`src/rtl/inst_fetch_pkg.sv`:
```
// Shared definitions for the instruction fetch unit: data widths and the
// fetch controller state encoding.
package inst_fetch_pkg;
  localparam int unsigned XLEN       = 32;
  localparam int unsigned WORD_BYTES = 4;

  typedef enum logic [1:0] {
    ST_IDLE,
    ST_REQ,
    ST_WAIT,
    ST_DRAIN
  } fetch_state_t;
endpackage

```
`src/rtl/fetch_fifo.sv`:
```
// Instruction buffer: DEPTH-entry FIFO of {pc, inst} words whose head entry
// is held in a dedicated output register.
module fetch_fifo import inst_fetch_pkg::*; #(
  parameter int unsigned DEPTH = 2,
  parameter int unsigned WIDTH = 2 * XLEN
) (
  input  logic                     clk,
  input  logic                     rst_n,
  input  logic                     push,
  input  logic [WIDTH-1:0]         push_data,
  input  logic                     pop,
  input  logic                     flush,
  output logic [WIDTH-1:0]         head,
  output logic                     full,
  output logic                     empty,
  output logic [$clog2(DEPTH):0]   count
);
  localparam int unsigned AW = $clog2(DEPTH);
  localparam logic [AW:0] FULL_CNT = (AW+1)'(DEPTH);
  localparam logic [AW:0] ONE_CNT  = (AW+1)'(1);

  logic [WIDTH-1:0] mem [DEPTH];
  logic [AW-1:0]    rd_ptr;
  logic [AW-1:0]    wr_ptr;
  logic [AW-1:0]    rd_next;
  logic             do_push;
  logic             do_pop;

  assign empty   = (count == '0);
  assign full    = (count == FULL_CNT);
  assign rd_next = rd_ptr + 1'b1;
  assign do_pop  = pop && !flush && !empty;
  assign do_push = push && !flush && (!full || do_pop);

  always_ff @(posedge clk) begin
    if (do_push) mem[wr_ptr] <= push_data;
  end

  // head mirrors mem[rd_ptr] but only changes when a new entry reaches the
  // front, so it keeps the last word once the buffer drains or is flushed
  always_ff @(posedge clk or negedge rst_n) begin
    if (!rst_n) begin
      rd_ptr <= '0;
      wr_ptr <= '0;
      count  <= '0;
      head   <= '0;
    end else if (flush) begin
      rd_ptr <= '0;
      wr_ptr <= '0;
      count  <= '0;
    end else begin
      if (do_push) wr_ptr <= wr_ptr + 1'b1;
      if (do_pop)  rd_ptr <= rd_next;
      count <= count + {{AW{1'b0}}, do_push} - {{AW{1'b0}}, do_pop};
      if (do_pop && (count > ONE_CNT)) begin
        head <= mem[rd_next];
      end else if (do_push && (empty || do_pop)) begin
        head <= push_data;
      end
    end
  end
endmodule

```
`src/rtl/inst_fetch.sv`:
```
// Instruction fetch unit: single-outstanding request controller feeding a
// small instruction buffer, with redirect flush and stale-response draining.
module inst_fetch import inst_fetch_pkg::*; #(
  parameter logic [XLEN-1:0] RESET_PC = 32'h0000_0000,
  parameter int unsigned     DEPTH    = 2
) (
  input  logic            clk,
  input  logic            reset,
  output logic            mem_req,
  output logic [XLEN-1:0] mem_addr,
  input  logic            mem_gnt,
  input  logic            mem_rvalid,
  input  logic [XLEN-1:0] mem_rdata,
  output logic [XLEN-1:0] Inst,
  output logic            inst_valid,
  input  logic            inst_ready,
  output logic [XLEN-1:0] inst_pc,
  input  logic            redirect,
  input  logic [XLEN-1:0] redirect_pc
);
  localparam int unsigned AW = $clog2(DEPTH);
  localparam logic [AW:0] FULL_CNT = (AW+1)'(DEPTH);

  fetch_state_t      state, state_n;
  logic [XLEN-1:0]   fetch_pc, fetch_pc_n;
  logic              mem_req_n;
  logic              push, pop, full, empty;
  logic [AW:0]       count, count_n;
  logic [2*XLEN-1:0] head;

  assign mem_addr   = fetch_pc;
  assign inst_valid = !empty;
  assign Inst       = head[XLEN-1:0];
  assign inst_pc    = head[2*XLEN-1:XLEN];
  assign pop        = inst_valid && inst_ready && !redirect;
  assign count_n    = count + {{AW{1'b0}}, push} - {{AW{1'b0}}, pop};

  always_comb begin
    state_n    = state;
    fetch_pc_n = fetch_pc;
    push       = 1'b0;
    unique case (state)
      ST_IDLE: state_n = ST_REQ;
      ST_REQ: begin
        if (mem_req && mem_gnt) begin
          state_n    = redirect ? ST_DRAIN : ST_WAIT;
          fetch_pc_n = fetch_pc + XLEN'(WORD_BYTES);
        end
      end
      ST_WAIT: begin
        if (mem_rvalid) begin
          state_n = ST_REQ;
          push    = !redirect && (!full || pop);
        end else if (redirect) begin
          state_n = ST_DRAIN;
        end
      end
      // a redirect here only retargets; a response in the same cycle still
      // retires the outstanding request
      ST_DRAIN: if (mem_rvalid) state_n = ST_REQ;
      default:  state_n = ST_IDLE;
    endcase
    if (redirect) fetch_pc_n = {redirect_pc[XLEN-1:2], 2'b00};
    mem_req_n = (state_n == ST_REQ) && !redirect && (count_n < FULL_CNT);
  end

  always_ff @(posedge clk or negedge reset) begin
    if (!reset) begin
      state    <= ST_IDLE;
      fetch_pc <= RESET_PC;
      mem_req  <= 1'b0;
    end else begin
      state    <= state_n;
      fetch_pc <= fetch_pc_n;
      mem_req  <= mem_req_n;
    end
  end

  // in WAIT fetch_pc has already advanced, so the issued address is one word back
  fetch_fifo #(
    .DEPTH (DEPTH),
    .WIDTH (2 * XLEN)
  ) u_fifo (
    .clk       (clk),
    .rst_n     (reset),
    .push      (push),
    .push_data ({fetch_pc - XLEN'(WORD_BYTES), mem_rdata}),
    .pop       (pop),
    .flush     (redirect),
    .head      (head),
    .full      (full),
    .empty     (empty),
    .count     (count)
  );
endmodule

```
`config.mk`:
```
export PLATFORM = sky130hd
export DESIGN_NAME = inst_fetch
export DESIGN_NICKNAME = d
export VERILOG_FILES = /design/src/rtl/inst_fetch_pkg.sv /design/src/rtl/fetch_fifo.sv /design/src/rtl/inst_fetch.sv
export SDC_FILE = /design/constraint.sdc
export NUM_CORES = 1
export LEC_CHECK = 0
export BUFFER_PORTS_ARGS = -buffer_cell sky130_fd_sc_hd__buf_2
export CELL_PAD_IN_SITES_DETAIL_PLACEMENT = 1
export CELL_PAD_IN_SITES_GLOBAL_PLACEMENT = 1
export CORE_MARGIN = 5
export CORE_UTILIZATION = 45
export CTS_CLUSTER_DIAMETER = 100
export DETAILED_ROUTE_END_ITERATION = 10
export PLACE_DENSITY_LB_ADDON = 0.1
export SLEW_MARGIN = 0
export SYNTH_ARGS = -nofsm -noshare
export SYNTH_HDL_FRONTEND = slang
export SYNTH_SLANG_ARGS = --single-unit
export TNS_END_PERCENT = 100
```
`constraint.sdc`:
```
create_clock -name clk -period 5.25 [get_ports clk]
set_input_delay 1.05 -clock clk [delete_from_list [all_inputs] [get_ports clk]]
set_output_delay 1.05 -clock clk [all_outputs]
set_load 0.05 [all_outputs]
```
==> impl_metrics.py, run 1 <==
metrics = {
    "outcome": {
        "status": "finished, final reports clean",
    },
    "critical_path": {
        "cp.arrival_ns": 3.38,
        "cp-start-kind": "primary input",
        "crit_type": "in -> reg",
        "cp-end-kind": "flop",
        "cp_max_fo": 62,
        "cp.required_ns": 5.37,
    },
    "synth": {
        "synth.top_cells.by_count": "124 x edfxtp_1, 107 x nand2_1, 99 x dfrtp_1",
        "synth_largest_area_cell": "edfxtp_1",
        "ys_types": 53,
        "synth_seq_area_share_pct": 62.8,
        "ys_ff_latch": 223,
        "postSynth.asyncResetShare_pct": 44.4,
        "syn_area_mm2": 0.00987,
        "synth.most_common_cell": "edfxtp_1",
        "synth_top_cell_area_share_pct": 37.7,
        "synth_ff_type": "edfxtp_1",
        "ys_top_cells_by_area": "edfxtp_1 38%, dfrtp_1 25%, mux2i_1 6.3%",
        "yosys_warnings": 0,
        "syn_inst": 838,
        "synth-edff-count": 124,
        "syn-mean-instance-area_um2": 11.8,
    },
    "sta": {
        "slew_headroom_pct": 26.1,
        "rsz0062_at_grt": "false",
        "fin_skew_ns": 0.00885,
        "hold_ws_ns": 0.474,
        "period_needed_ns": 3.26,
        "timing.final.crit_share_pct": 62.1,
        "setup-violations-final": 0,
        "totalNegativeSetupSlack_ns": 0,
        "worst_pin_slew_ns": 1.10,
        "max_clock_freq_mhz": 307,
        "drv_slew": 0,
        "hold_viol": 0,
    },
    "cts": {
        "clock_latency_ns": 0.50,
        "clockBufferDepth": 3,
        "cts_resized": 0,
        "cts_tree": "done",
        "clk_pin_slew_ns": 0.06,
        "clkSinkCount": 223,
        "postCtsHoldBufs": 0,
        "cts-root-buf": "clkbuf_16",
        "post_cts_buffers": 0,
        "h-tree-depth": 1,
        "numCtsBuffers": 25,
    },
    "finish": {
        "final_area_mm2": 0.0116,
        "instances_no_fill": 1276,
        "layout-area-overhead-vs-synth_pct": 17.4,
        "nets": 1053,
        "nFillCells": 2333,
        "drive_gt1_share_pct": 21.9,
        "num_antenna_cells": 0,
    },
    "detailed_routing": {
        "wl_per_cell_um": 18.8,
        "drc": 0,
        "detail-route-antenna-nets": 0,
        "drt_iter0_drc": 282,
        "firstDrtPassIters": 4,
        "wirelength_um": 24000,
        "via_per_inst": 5.30,
        "vias": 6766,
    },
    "global_route": {
        "grt_max_degree": 86,
        "grt_pass1_wl_um": 38400,
        "antenna_found_initial": 0,
        "grtUsageMet2_pct": 33.1,
        "overflow": 0,
        "use_met1_pct": 25.5,
        "grt_pass1_vias": 7366,
        "track_usage_pct": 19.2,
        "use_met3_pct": 3.01,
        "busiest_layer": "met2",
    },
    "power_and_ir_drop": {
        "p_switching_mw": 1.53,
        "swShare_pct": 32.7,
        "vdd_drop_max_mv": 0.182,
        "p_per_area_mw_per_mm2": 405,
        "p_seq_share_pct": 45.6,
        "p_leak_nw": 4.58,
        "comb_power_share_pct": 20.9,
        "p_int_mw": 3.16,
        "clock_power_share_pct": 33.5,
    },
    "placement": {
        "place_inst": 1231,
        "placed_cell_area_mm2": 0.0109,
        "gp_congestion": 0.760,
        "numPortBuffers": 161,
        "dp_hpwl_um": 15800,
    },
    "run": {
        "cap_violations": 0,
    },
    "floorplan": {
        "io_pins": 168,
        "chipHeight_um": 158,
        "row_count": 54,
        "fp.dieW_um": 158,
        "fp.coreArea_mm2": 0.0217,
        "design.die.area_mm2": 0.0250,
        "start_util_pct": 45.5,
    },
    "min_path": {
        "hp-class": "reg -> reg",
    },
}
## layer usage
metal | routed length, um | vias up
met5 | 0 | -
met3 | 1340 | 28
li1 | - | 3285
met4 | 509 | 0
met2 | 11600 | 179
met1 | 10600 | 3274
## placed cells by master, fill, tap and decap left out, types with 2 or more instances in the layout
cell and n:
nand3_1 21, inv_1 9, clkinv_1 6, a31oi_1 3, and4_1 3, clkbuf_8 3
buf_2 160, a21oi_1 38, nor4_1 14, a22o_1 4, a221o_1 12, nand4_1 11
clkbuf_16 25, ha_1 5, xor2_1 29, or3_1 3, xnor2_1 27, o21ai_0 84
nor3_1 15, o211ai_1 3, or2_2 2, clkbuf_1 10, and3_1 4, buf_4 9
nand2_1 107, or4_2 2, o221a_2 2, or4_1 4, mux2i_1 62, dfrtp_1 98
conb_1 4, nor2_1 64, o31ai_1 4, edfxtp_1 124, nand2b_1 3
## final cells by class
class / count / area (um2) / area share [%]
clock buffer: 38 / 704 / 6.08
clock inverter: 7 / 31.3 / 0.270
inverter: 10 / 37.5 / 0.324
tap: 280 / 350 / 3.02
timing repair buffer: 169 / 868 / 7.49
sequential: 223 / 6200 / 53.6
multi-input combinational: 549 / 3390 / 29.3
## cells by family (layout without fill, tap and decap cells)
family / count (synthesis) / in the layout / share of synthesized area, %
other: 1 / 4 / 0.0380
AO/OA/AOI/OAI: 152 / 152 / 8.84
multiplexers: 63 / 63 / 6.40
AND/OR/NAND/NOR: 269 / 269 / 13.0
flip-flops: 223 / 223 / 62.8
adder cells (fa/ha/maj): 5 / 5 / 0.634
buffers and inverters: 69 / 224 / 3.26
XOR/XNOR: 56 / 56 / 4.97
## critical path: stages
cell	delay, ns
buf_2	0.11
nor4bb_1	0.69
o21ai_0	0.44
inv_1	0.22
and2_2	0.16
buf_4	0.68
## power by group through the flow
stage	clock network [mW]	logic [mW]	registers (mW)
2_1_floorplan	0	0.247	2.62
3_3_place_gp	0	0.969	2.17
3_5_place_dp	0	0.989	2.17
4_1_cts	1.61	0.993	2.14
5_1_grt	1.69	1.04	2.16
6_report	1.57	0.981	2.14
## state kept, by name, indices dropped and copies added, names as in the netlist
register	count
u_fifo.rd_ptr	1
u_fifo.count	2
mem_req	1
u_fifo.head	62
mem_addr	30
u_fifo.mem	124
u_fifo.wr_ptr	1
state	2
## through the flow
stage	setup WS (ns)	util (%)	power [mW]
5_1_grt	1.75	53.4	4.89
4_1_cts	1.95	53.4	4.75
2_1_floorplan	0.398	-	2.86
6_report	1.99	53.4	4.69
3_3_place_gp	1.46	50.0	3.14
3_5_place_dp	1.41	50.0	3.16
## final timing paths
check,to,cells past startpoint,slack (ns),from
worst min register to register,u_fifo.head[27]$_DFFE_PN0P_,2,0.47,u_fifo.head[27]$_DFFE_PN0P_
worst max register to register,u_fifo.mem[1][54]$_DFFE_PP_,5,2.19,state[0]$_DFF_PN0_
min in group asynchronous,mem_req$_DFF_PN0_,1,0.68,reset
max in group asynchronous,u_fifo.head[9]$_DFFE_PN0P_,2,3.51,reset
worst max-delay path,u_fifo.mem[1][54]$_DFFE_PP_,6,1.99,redirect
worst min-delay path,u_fifo.head[27]$_DFFE_PN0P_,2,0.47,u_fifo.head[27]$_DFFE_PN0P_
(Power assumes the default switching activity.)
==> run 2: changes to the inputs <==
--- a/config.mk
+++ b/config.mk
@@ -5,11 +5,12 @@
 export SDC_FILE = /design/constraint.sdc
 export NUM_CORES = 1
 export LEC_CHECK = 0
+export ABC_AREA = 1
 export BUFFER_PORTS_ARGS = -buffer_cell sky130_fd_sc_hd__buf_2
 export CELL_PAD_IN_SITES_DETAIL_PLACEMENT = 1
 export CELL_PAD_IN_SITES_GLOBAL_PLACEMENT = 1
 export CORE_MARGIN = 5
-export CORE_UTILIZATION = 45
+export CORE_UTILIZATION = 39
 export CTS_CLUSTER_DIAMETER = 100
 export DETAILED_ROUTE_END_ITERATION = 10
 export PLACE_DENSITY_LB_ADDON = 0.1
==> constraint.sdc (replaced) <==
create_clock -name clk -period 2.8 [get_ports clk]
set_input_delay 0.56 -clock clk [delete_from_list [all_inputs] [get_ports clk]]
set_output_delay 0.56 -clock clk [all_outputs]
set_load 0.05 [all_outputs]
==> run 2 against run 1 <==
Power up 110%. Sequential share of layout area down 4.6 points. Register-to-register slack worse by 1.6 ns. Non-clock buffer count up 10. Critical path depth up 2. Area after synthesis up 8.3%. Largest power group unchanged.
==> impl_metrics.py, run 2 <==
metrics = {
    "outcome": {
        "status": "finished, final reports clean",
    },
    "critical_path": {
        "reg2reg_from": "mem_addr[2]$_DFFE_PN0P_",
        "startpoint": "mem_addr[2]$_DFFE_PN0P_",
        "cp.arrival_ns": 2.62,
        "cp_max_fo": 7,
        "cp-start-kind": "flop",
        "reg2reg_depth": 8,
        "crit_type": "reg -> reg",
        "cp.required_ns": 3.19,
        "cp-end-kind": "flop",
    },
    "floorplan": {
        "chipHeight_um": 176,
        "row_count": 60,
        "start_util_pct": 39.6,
        "io_pins": 168,
        "design.die.area_mm2": 0.0308,
        "fp.coreArea_mm2": 0.0270,
        "fp.dieW_um": 176,
    },
    "cts": {
        "cts_tree": "done",
        "clk_pin_slew_ns": 0.06,
        "clockBufferDepth": 3,
        "postCtsHoldBufs": 0,
        "post_cts_buffers": 0,
        "h-tree-depth": 1,
        "clkSinkCount": 223,
        "numCtsBuffers": 25,
        "cts_resized": 0,
        "clock_latency_ns": 0.53,
        "cts-root-buf": "clkbuf_16",
    },
    "synth": {
        "synth-edff-count": 124,
        "ys_types": 32,
        "ys_top_cells_by_area": "edfxtp_1 35%, dfrtp_1 23%, nand2_1 15%",
        "synth.top_cells.by_count": "423 x nand2_1, 140 x nor2_1, 124 x edfxtp_1",
        "synth_ff_type": "edfxtp_1",
        "synth.most_common_cell": "nand2_1",
        "ys_ff_latch": 223,
        "syn_inst": 1230,
        "synth_top_cell_area_share_pct": 34.9,
        "syn_area_mm2": 0.0107,
        "yosys_warnings": 0,
        "postSynth.asyncResetShare_pct": 44.4,
        "synth_seq_area_share_pct": 58.0,
        "synth_largest_area_cell": "edfxtp_1",
        "syn-mean-instance-area_um2": 8.69,
    },
    "finish": {
        "largest_reg_flops": 124,
        "regMostFlops": "u_fifo.mem",
        "drive_gt1_share_pct": 16.7,
        "final_common_cell": "nand2_1",
        "final_cell_mix": "423 x nand2_1, 160 x buf_2, 138 x nor2_1, 124 x edfxtp_1, 98 x dfrtp_1",
        "instances_no_fill": 1727,
        "num_antenna_cells": 0,
        "nets": 1442,
        "nFillCells": 3178,
        "final_util_pct": 47.0,
        "layout-area-overhead-vs-synth_pct": 18.7,
    },
    "power_and_ir_drop": {
        "p_int_mw": 6.38,
        "comb_power_share_pct": 22.4,
        "clock_power_share_pct": 35.6,
        "p_leak_nw": 5.74,
        "swShare_pct": 33.8,
        "p_switching_mw": 3.25,
        "p_seq_share_pct": 42.1,
        "p_per_area_mw_per_mm2": 760,
        "vdd_drop_max_mv": 0.360,
    },
    "placement": {
        "dp_hpwl_um": 21500,
        "place_inst": 1681,
        "numPortBuffers": 161,
        "gp_congestion": 0.890,
    },
    "sta": {
        "timing.final.crit_share_pct": 79.7,
        "rsz0062_at_grt": "false",
        "hold_ws_ns": 0.0370,
        "slew_headroom_pct": 49.1,
        "worst_pin_slew_ns": 0.764,
        "fin_skew_ns": 0.0264,
        "period_needed_ns": 2.23,
        "totalNegativeSetupSlack_ns": 0,
        "hold_viol": 0,
        "drv_slew": 0,
        "setup-violations-final": 0,
        "max_clock_freq_mhz": 448,
    },
    "detailed_routing": {
        "drc": 0,
        "drt_iter0_drc": 465,
        "detail-route-antenna-nets": 0,
        "firstDrtPassIters": 4,
        "wl_per_cell_um": 17.8,
        "vias": 8792,
        "via_per_inst": 5.09,
        "wirelength_um": 30700,
    },
    "global_route": {
        "overflow": 0,
        "grt_pass1_vias": 9413,
        "grt_max_degree": 88,
        "grt_pass1_wl_um": 49700,
        "track_usage_pct": 19.8,
        "antenna_found_initial": 0,
    },
    "run": {
        "cap_violations": 0,
    },
    "min_path": {
        "hp-class": "in -> async",
    },
}
## run 2: logic make-up after synthesis
kind of cell	after synthesis	synth area share, %
other	1	0.0351
flip-flops	223	58.0
XOR/XNOR	24	1.97
buffers and inverters	143	5.75
AND/OR/NAND/NOR	689	26.1
AO/OA/AOI/OAI	145	7.51
adder cells (fa/ha/maj)	5	0.586
## run 2: power groups by stage
stage                     logic, mW  registers, mW  clock network [mW]
after floorplan               0.660           4.97                   0
after global placement         2.14           4.11                   0
after detailed placement       2.17           4.11                   0
after CTS                      2.18           4.05                3.51
after global routing           2.32           4.10                3.66
final                          2.15           4.05                3.42
## run 2: final timing paths
check	slack [ns]	to
setup / recovery	0.57	u_fifo.head[44]$_DFFE_PN0P_
min in group clk	0.24	u_fifo.mem[1][21]$_DFFE_PP_
hold / removal	0.04	u_fifo.head[15]$_DFFE_PN0P_
hold reg to reg	0.47	u_fifo.head[50]$_DFFE_PN0P_
max in group asynchronous	2.06	u_fifo.rd_ptr$_DFFE_PN0P_
setup reg to reg	0.57	u_fifo.head[44]$_DFFE_PN0P_
## run 2: layout make-up
| type | instances | area (um2) | share of cell area (%) |
|---|---|---|---|
| sequential | 223 | 6200 | 48.9 |
| multi-input combinational | 867 | 3890 | 30.7 |
| timing repair buffer | 179 | 1020 | 8.03 |
| clock buffer | 32 | 692 | 5.46 |
| tap | 341 | 427 | 3.37 |
| inverter | 71 | 270 | 2.13 |
| clock inverter | 14 | 173 | 1.36 |
## run 2: worst max-delay path, cell delays in order, from the launching register on
cell	delay (ns)
dfrtp_1	0.41
inv_1	0.21
ha_1	0.33
nand3_1	0.19
nor2_1	0.38
xor2_1	0.26
nand2_1	0.09
nand3_1	0.15
nand2_1	0.07
## run 2: layer usage
layer  GRT usage (%)  up-vias  wire length (um)
met5               0        -                 0
met4            5.04        0               683
met3            2.58       43              1230
met2            34.3      177             14500
met1            26.5     4261             14200
li1                -     4311                 -
## run 2: stage by stage
step / cell area (um2) / setup WS (ns) / power, mW
global route: 12700 / 0.313 / 10.1
finish: 12700 / 0.569 / 9.63
floorplan: 10700 / -0.311 / 5.63
CTS: 12700 / 0.529 / 9.75
detailed placement: 11800 / 0.300 / 6.29
global placement: 11800 / 0.337 / 6.24
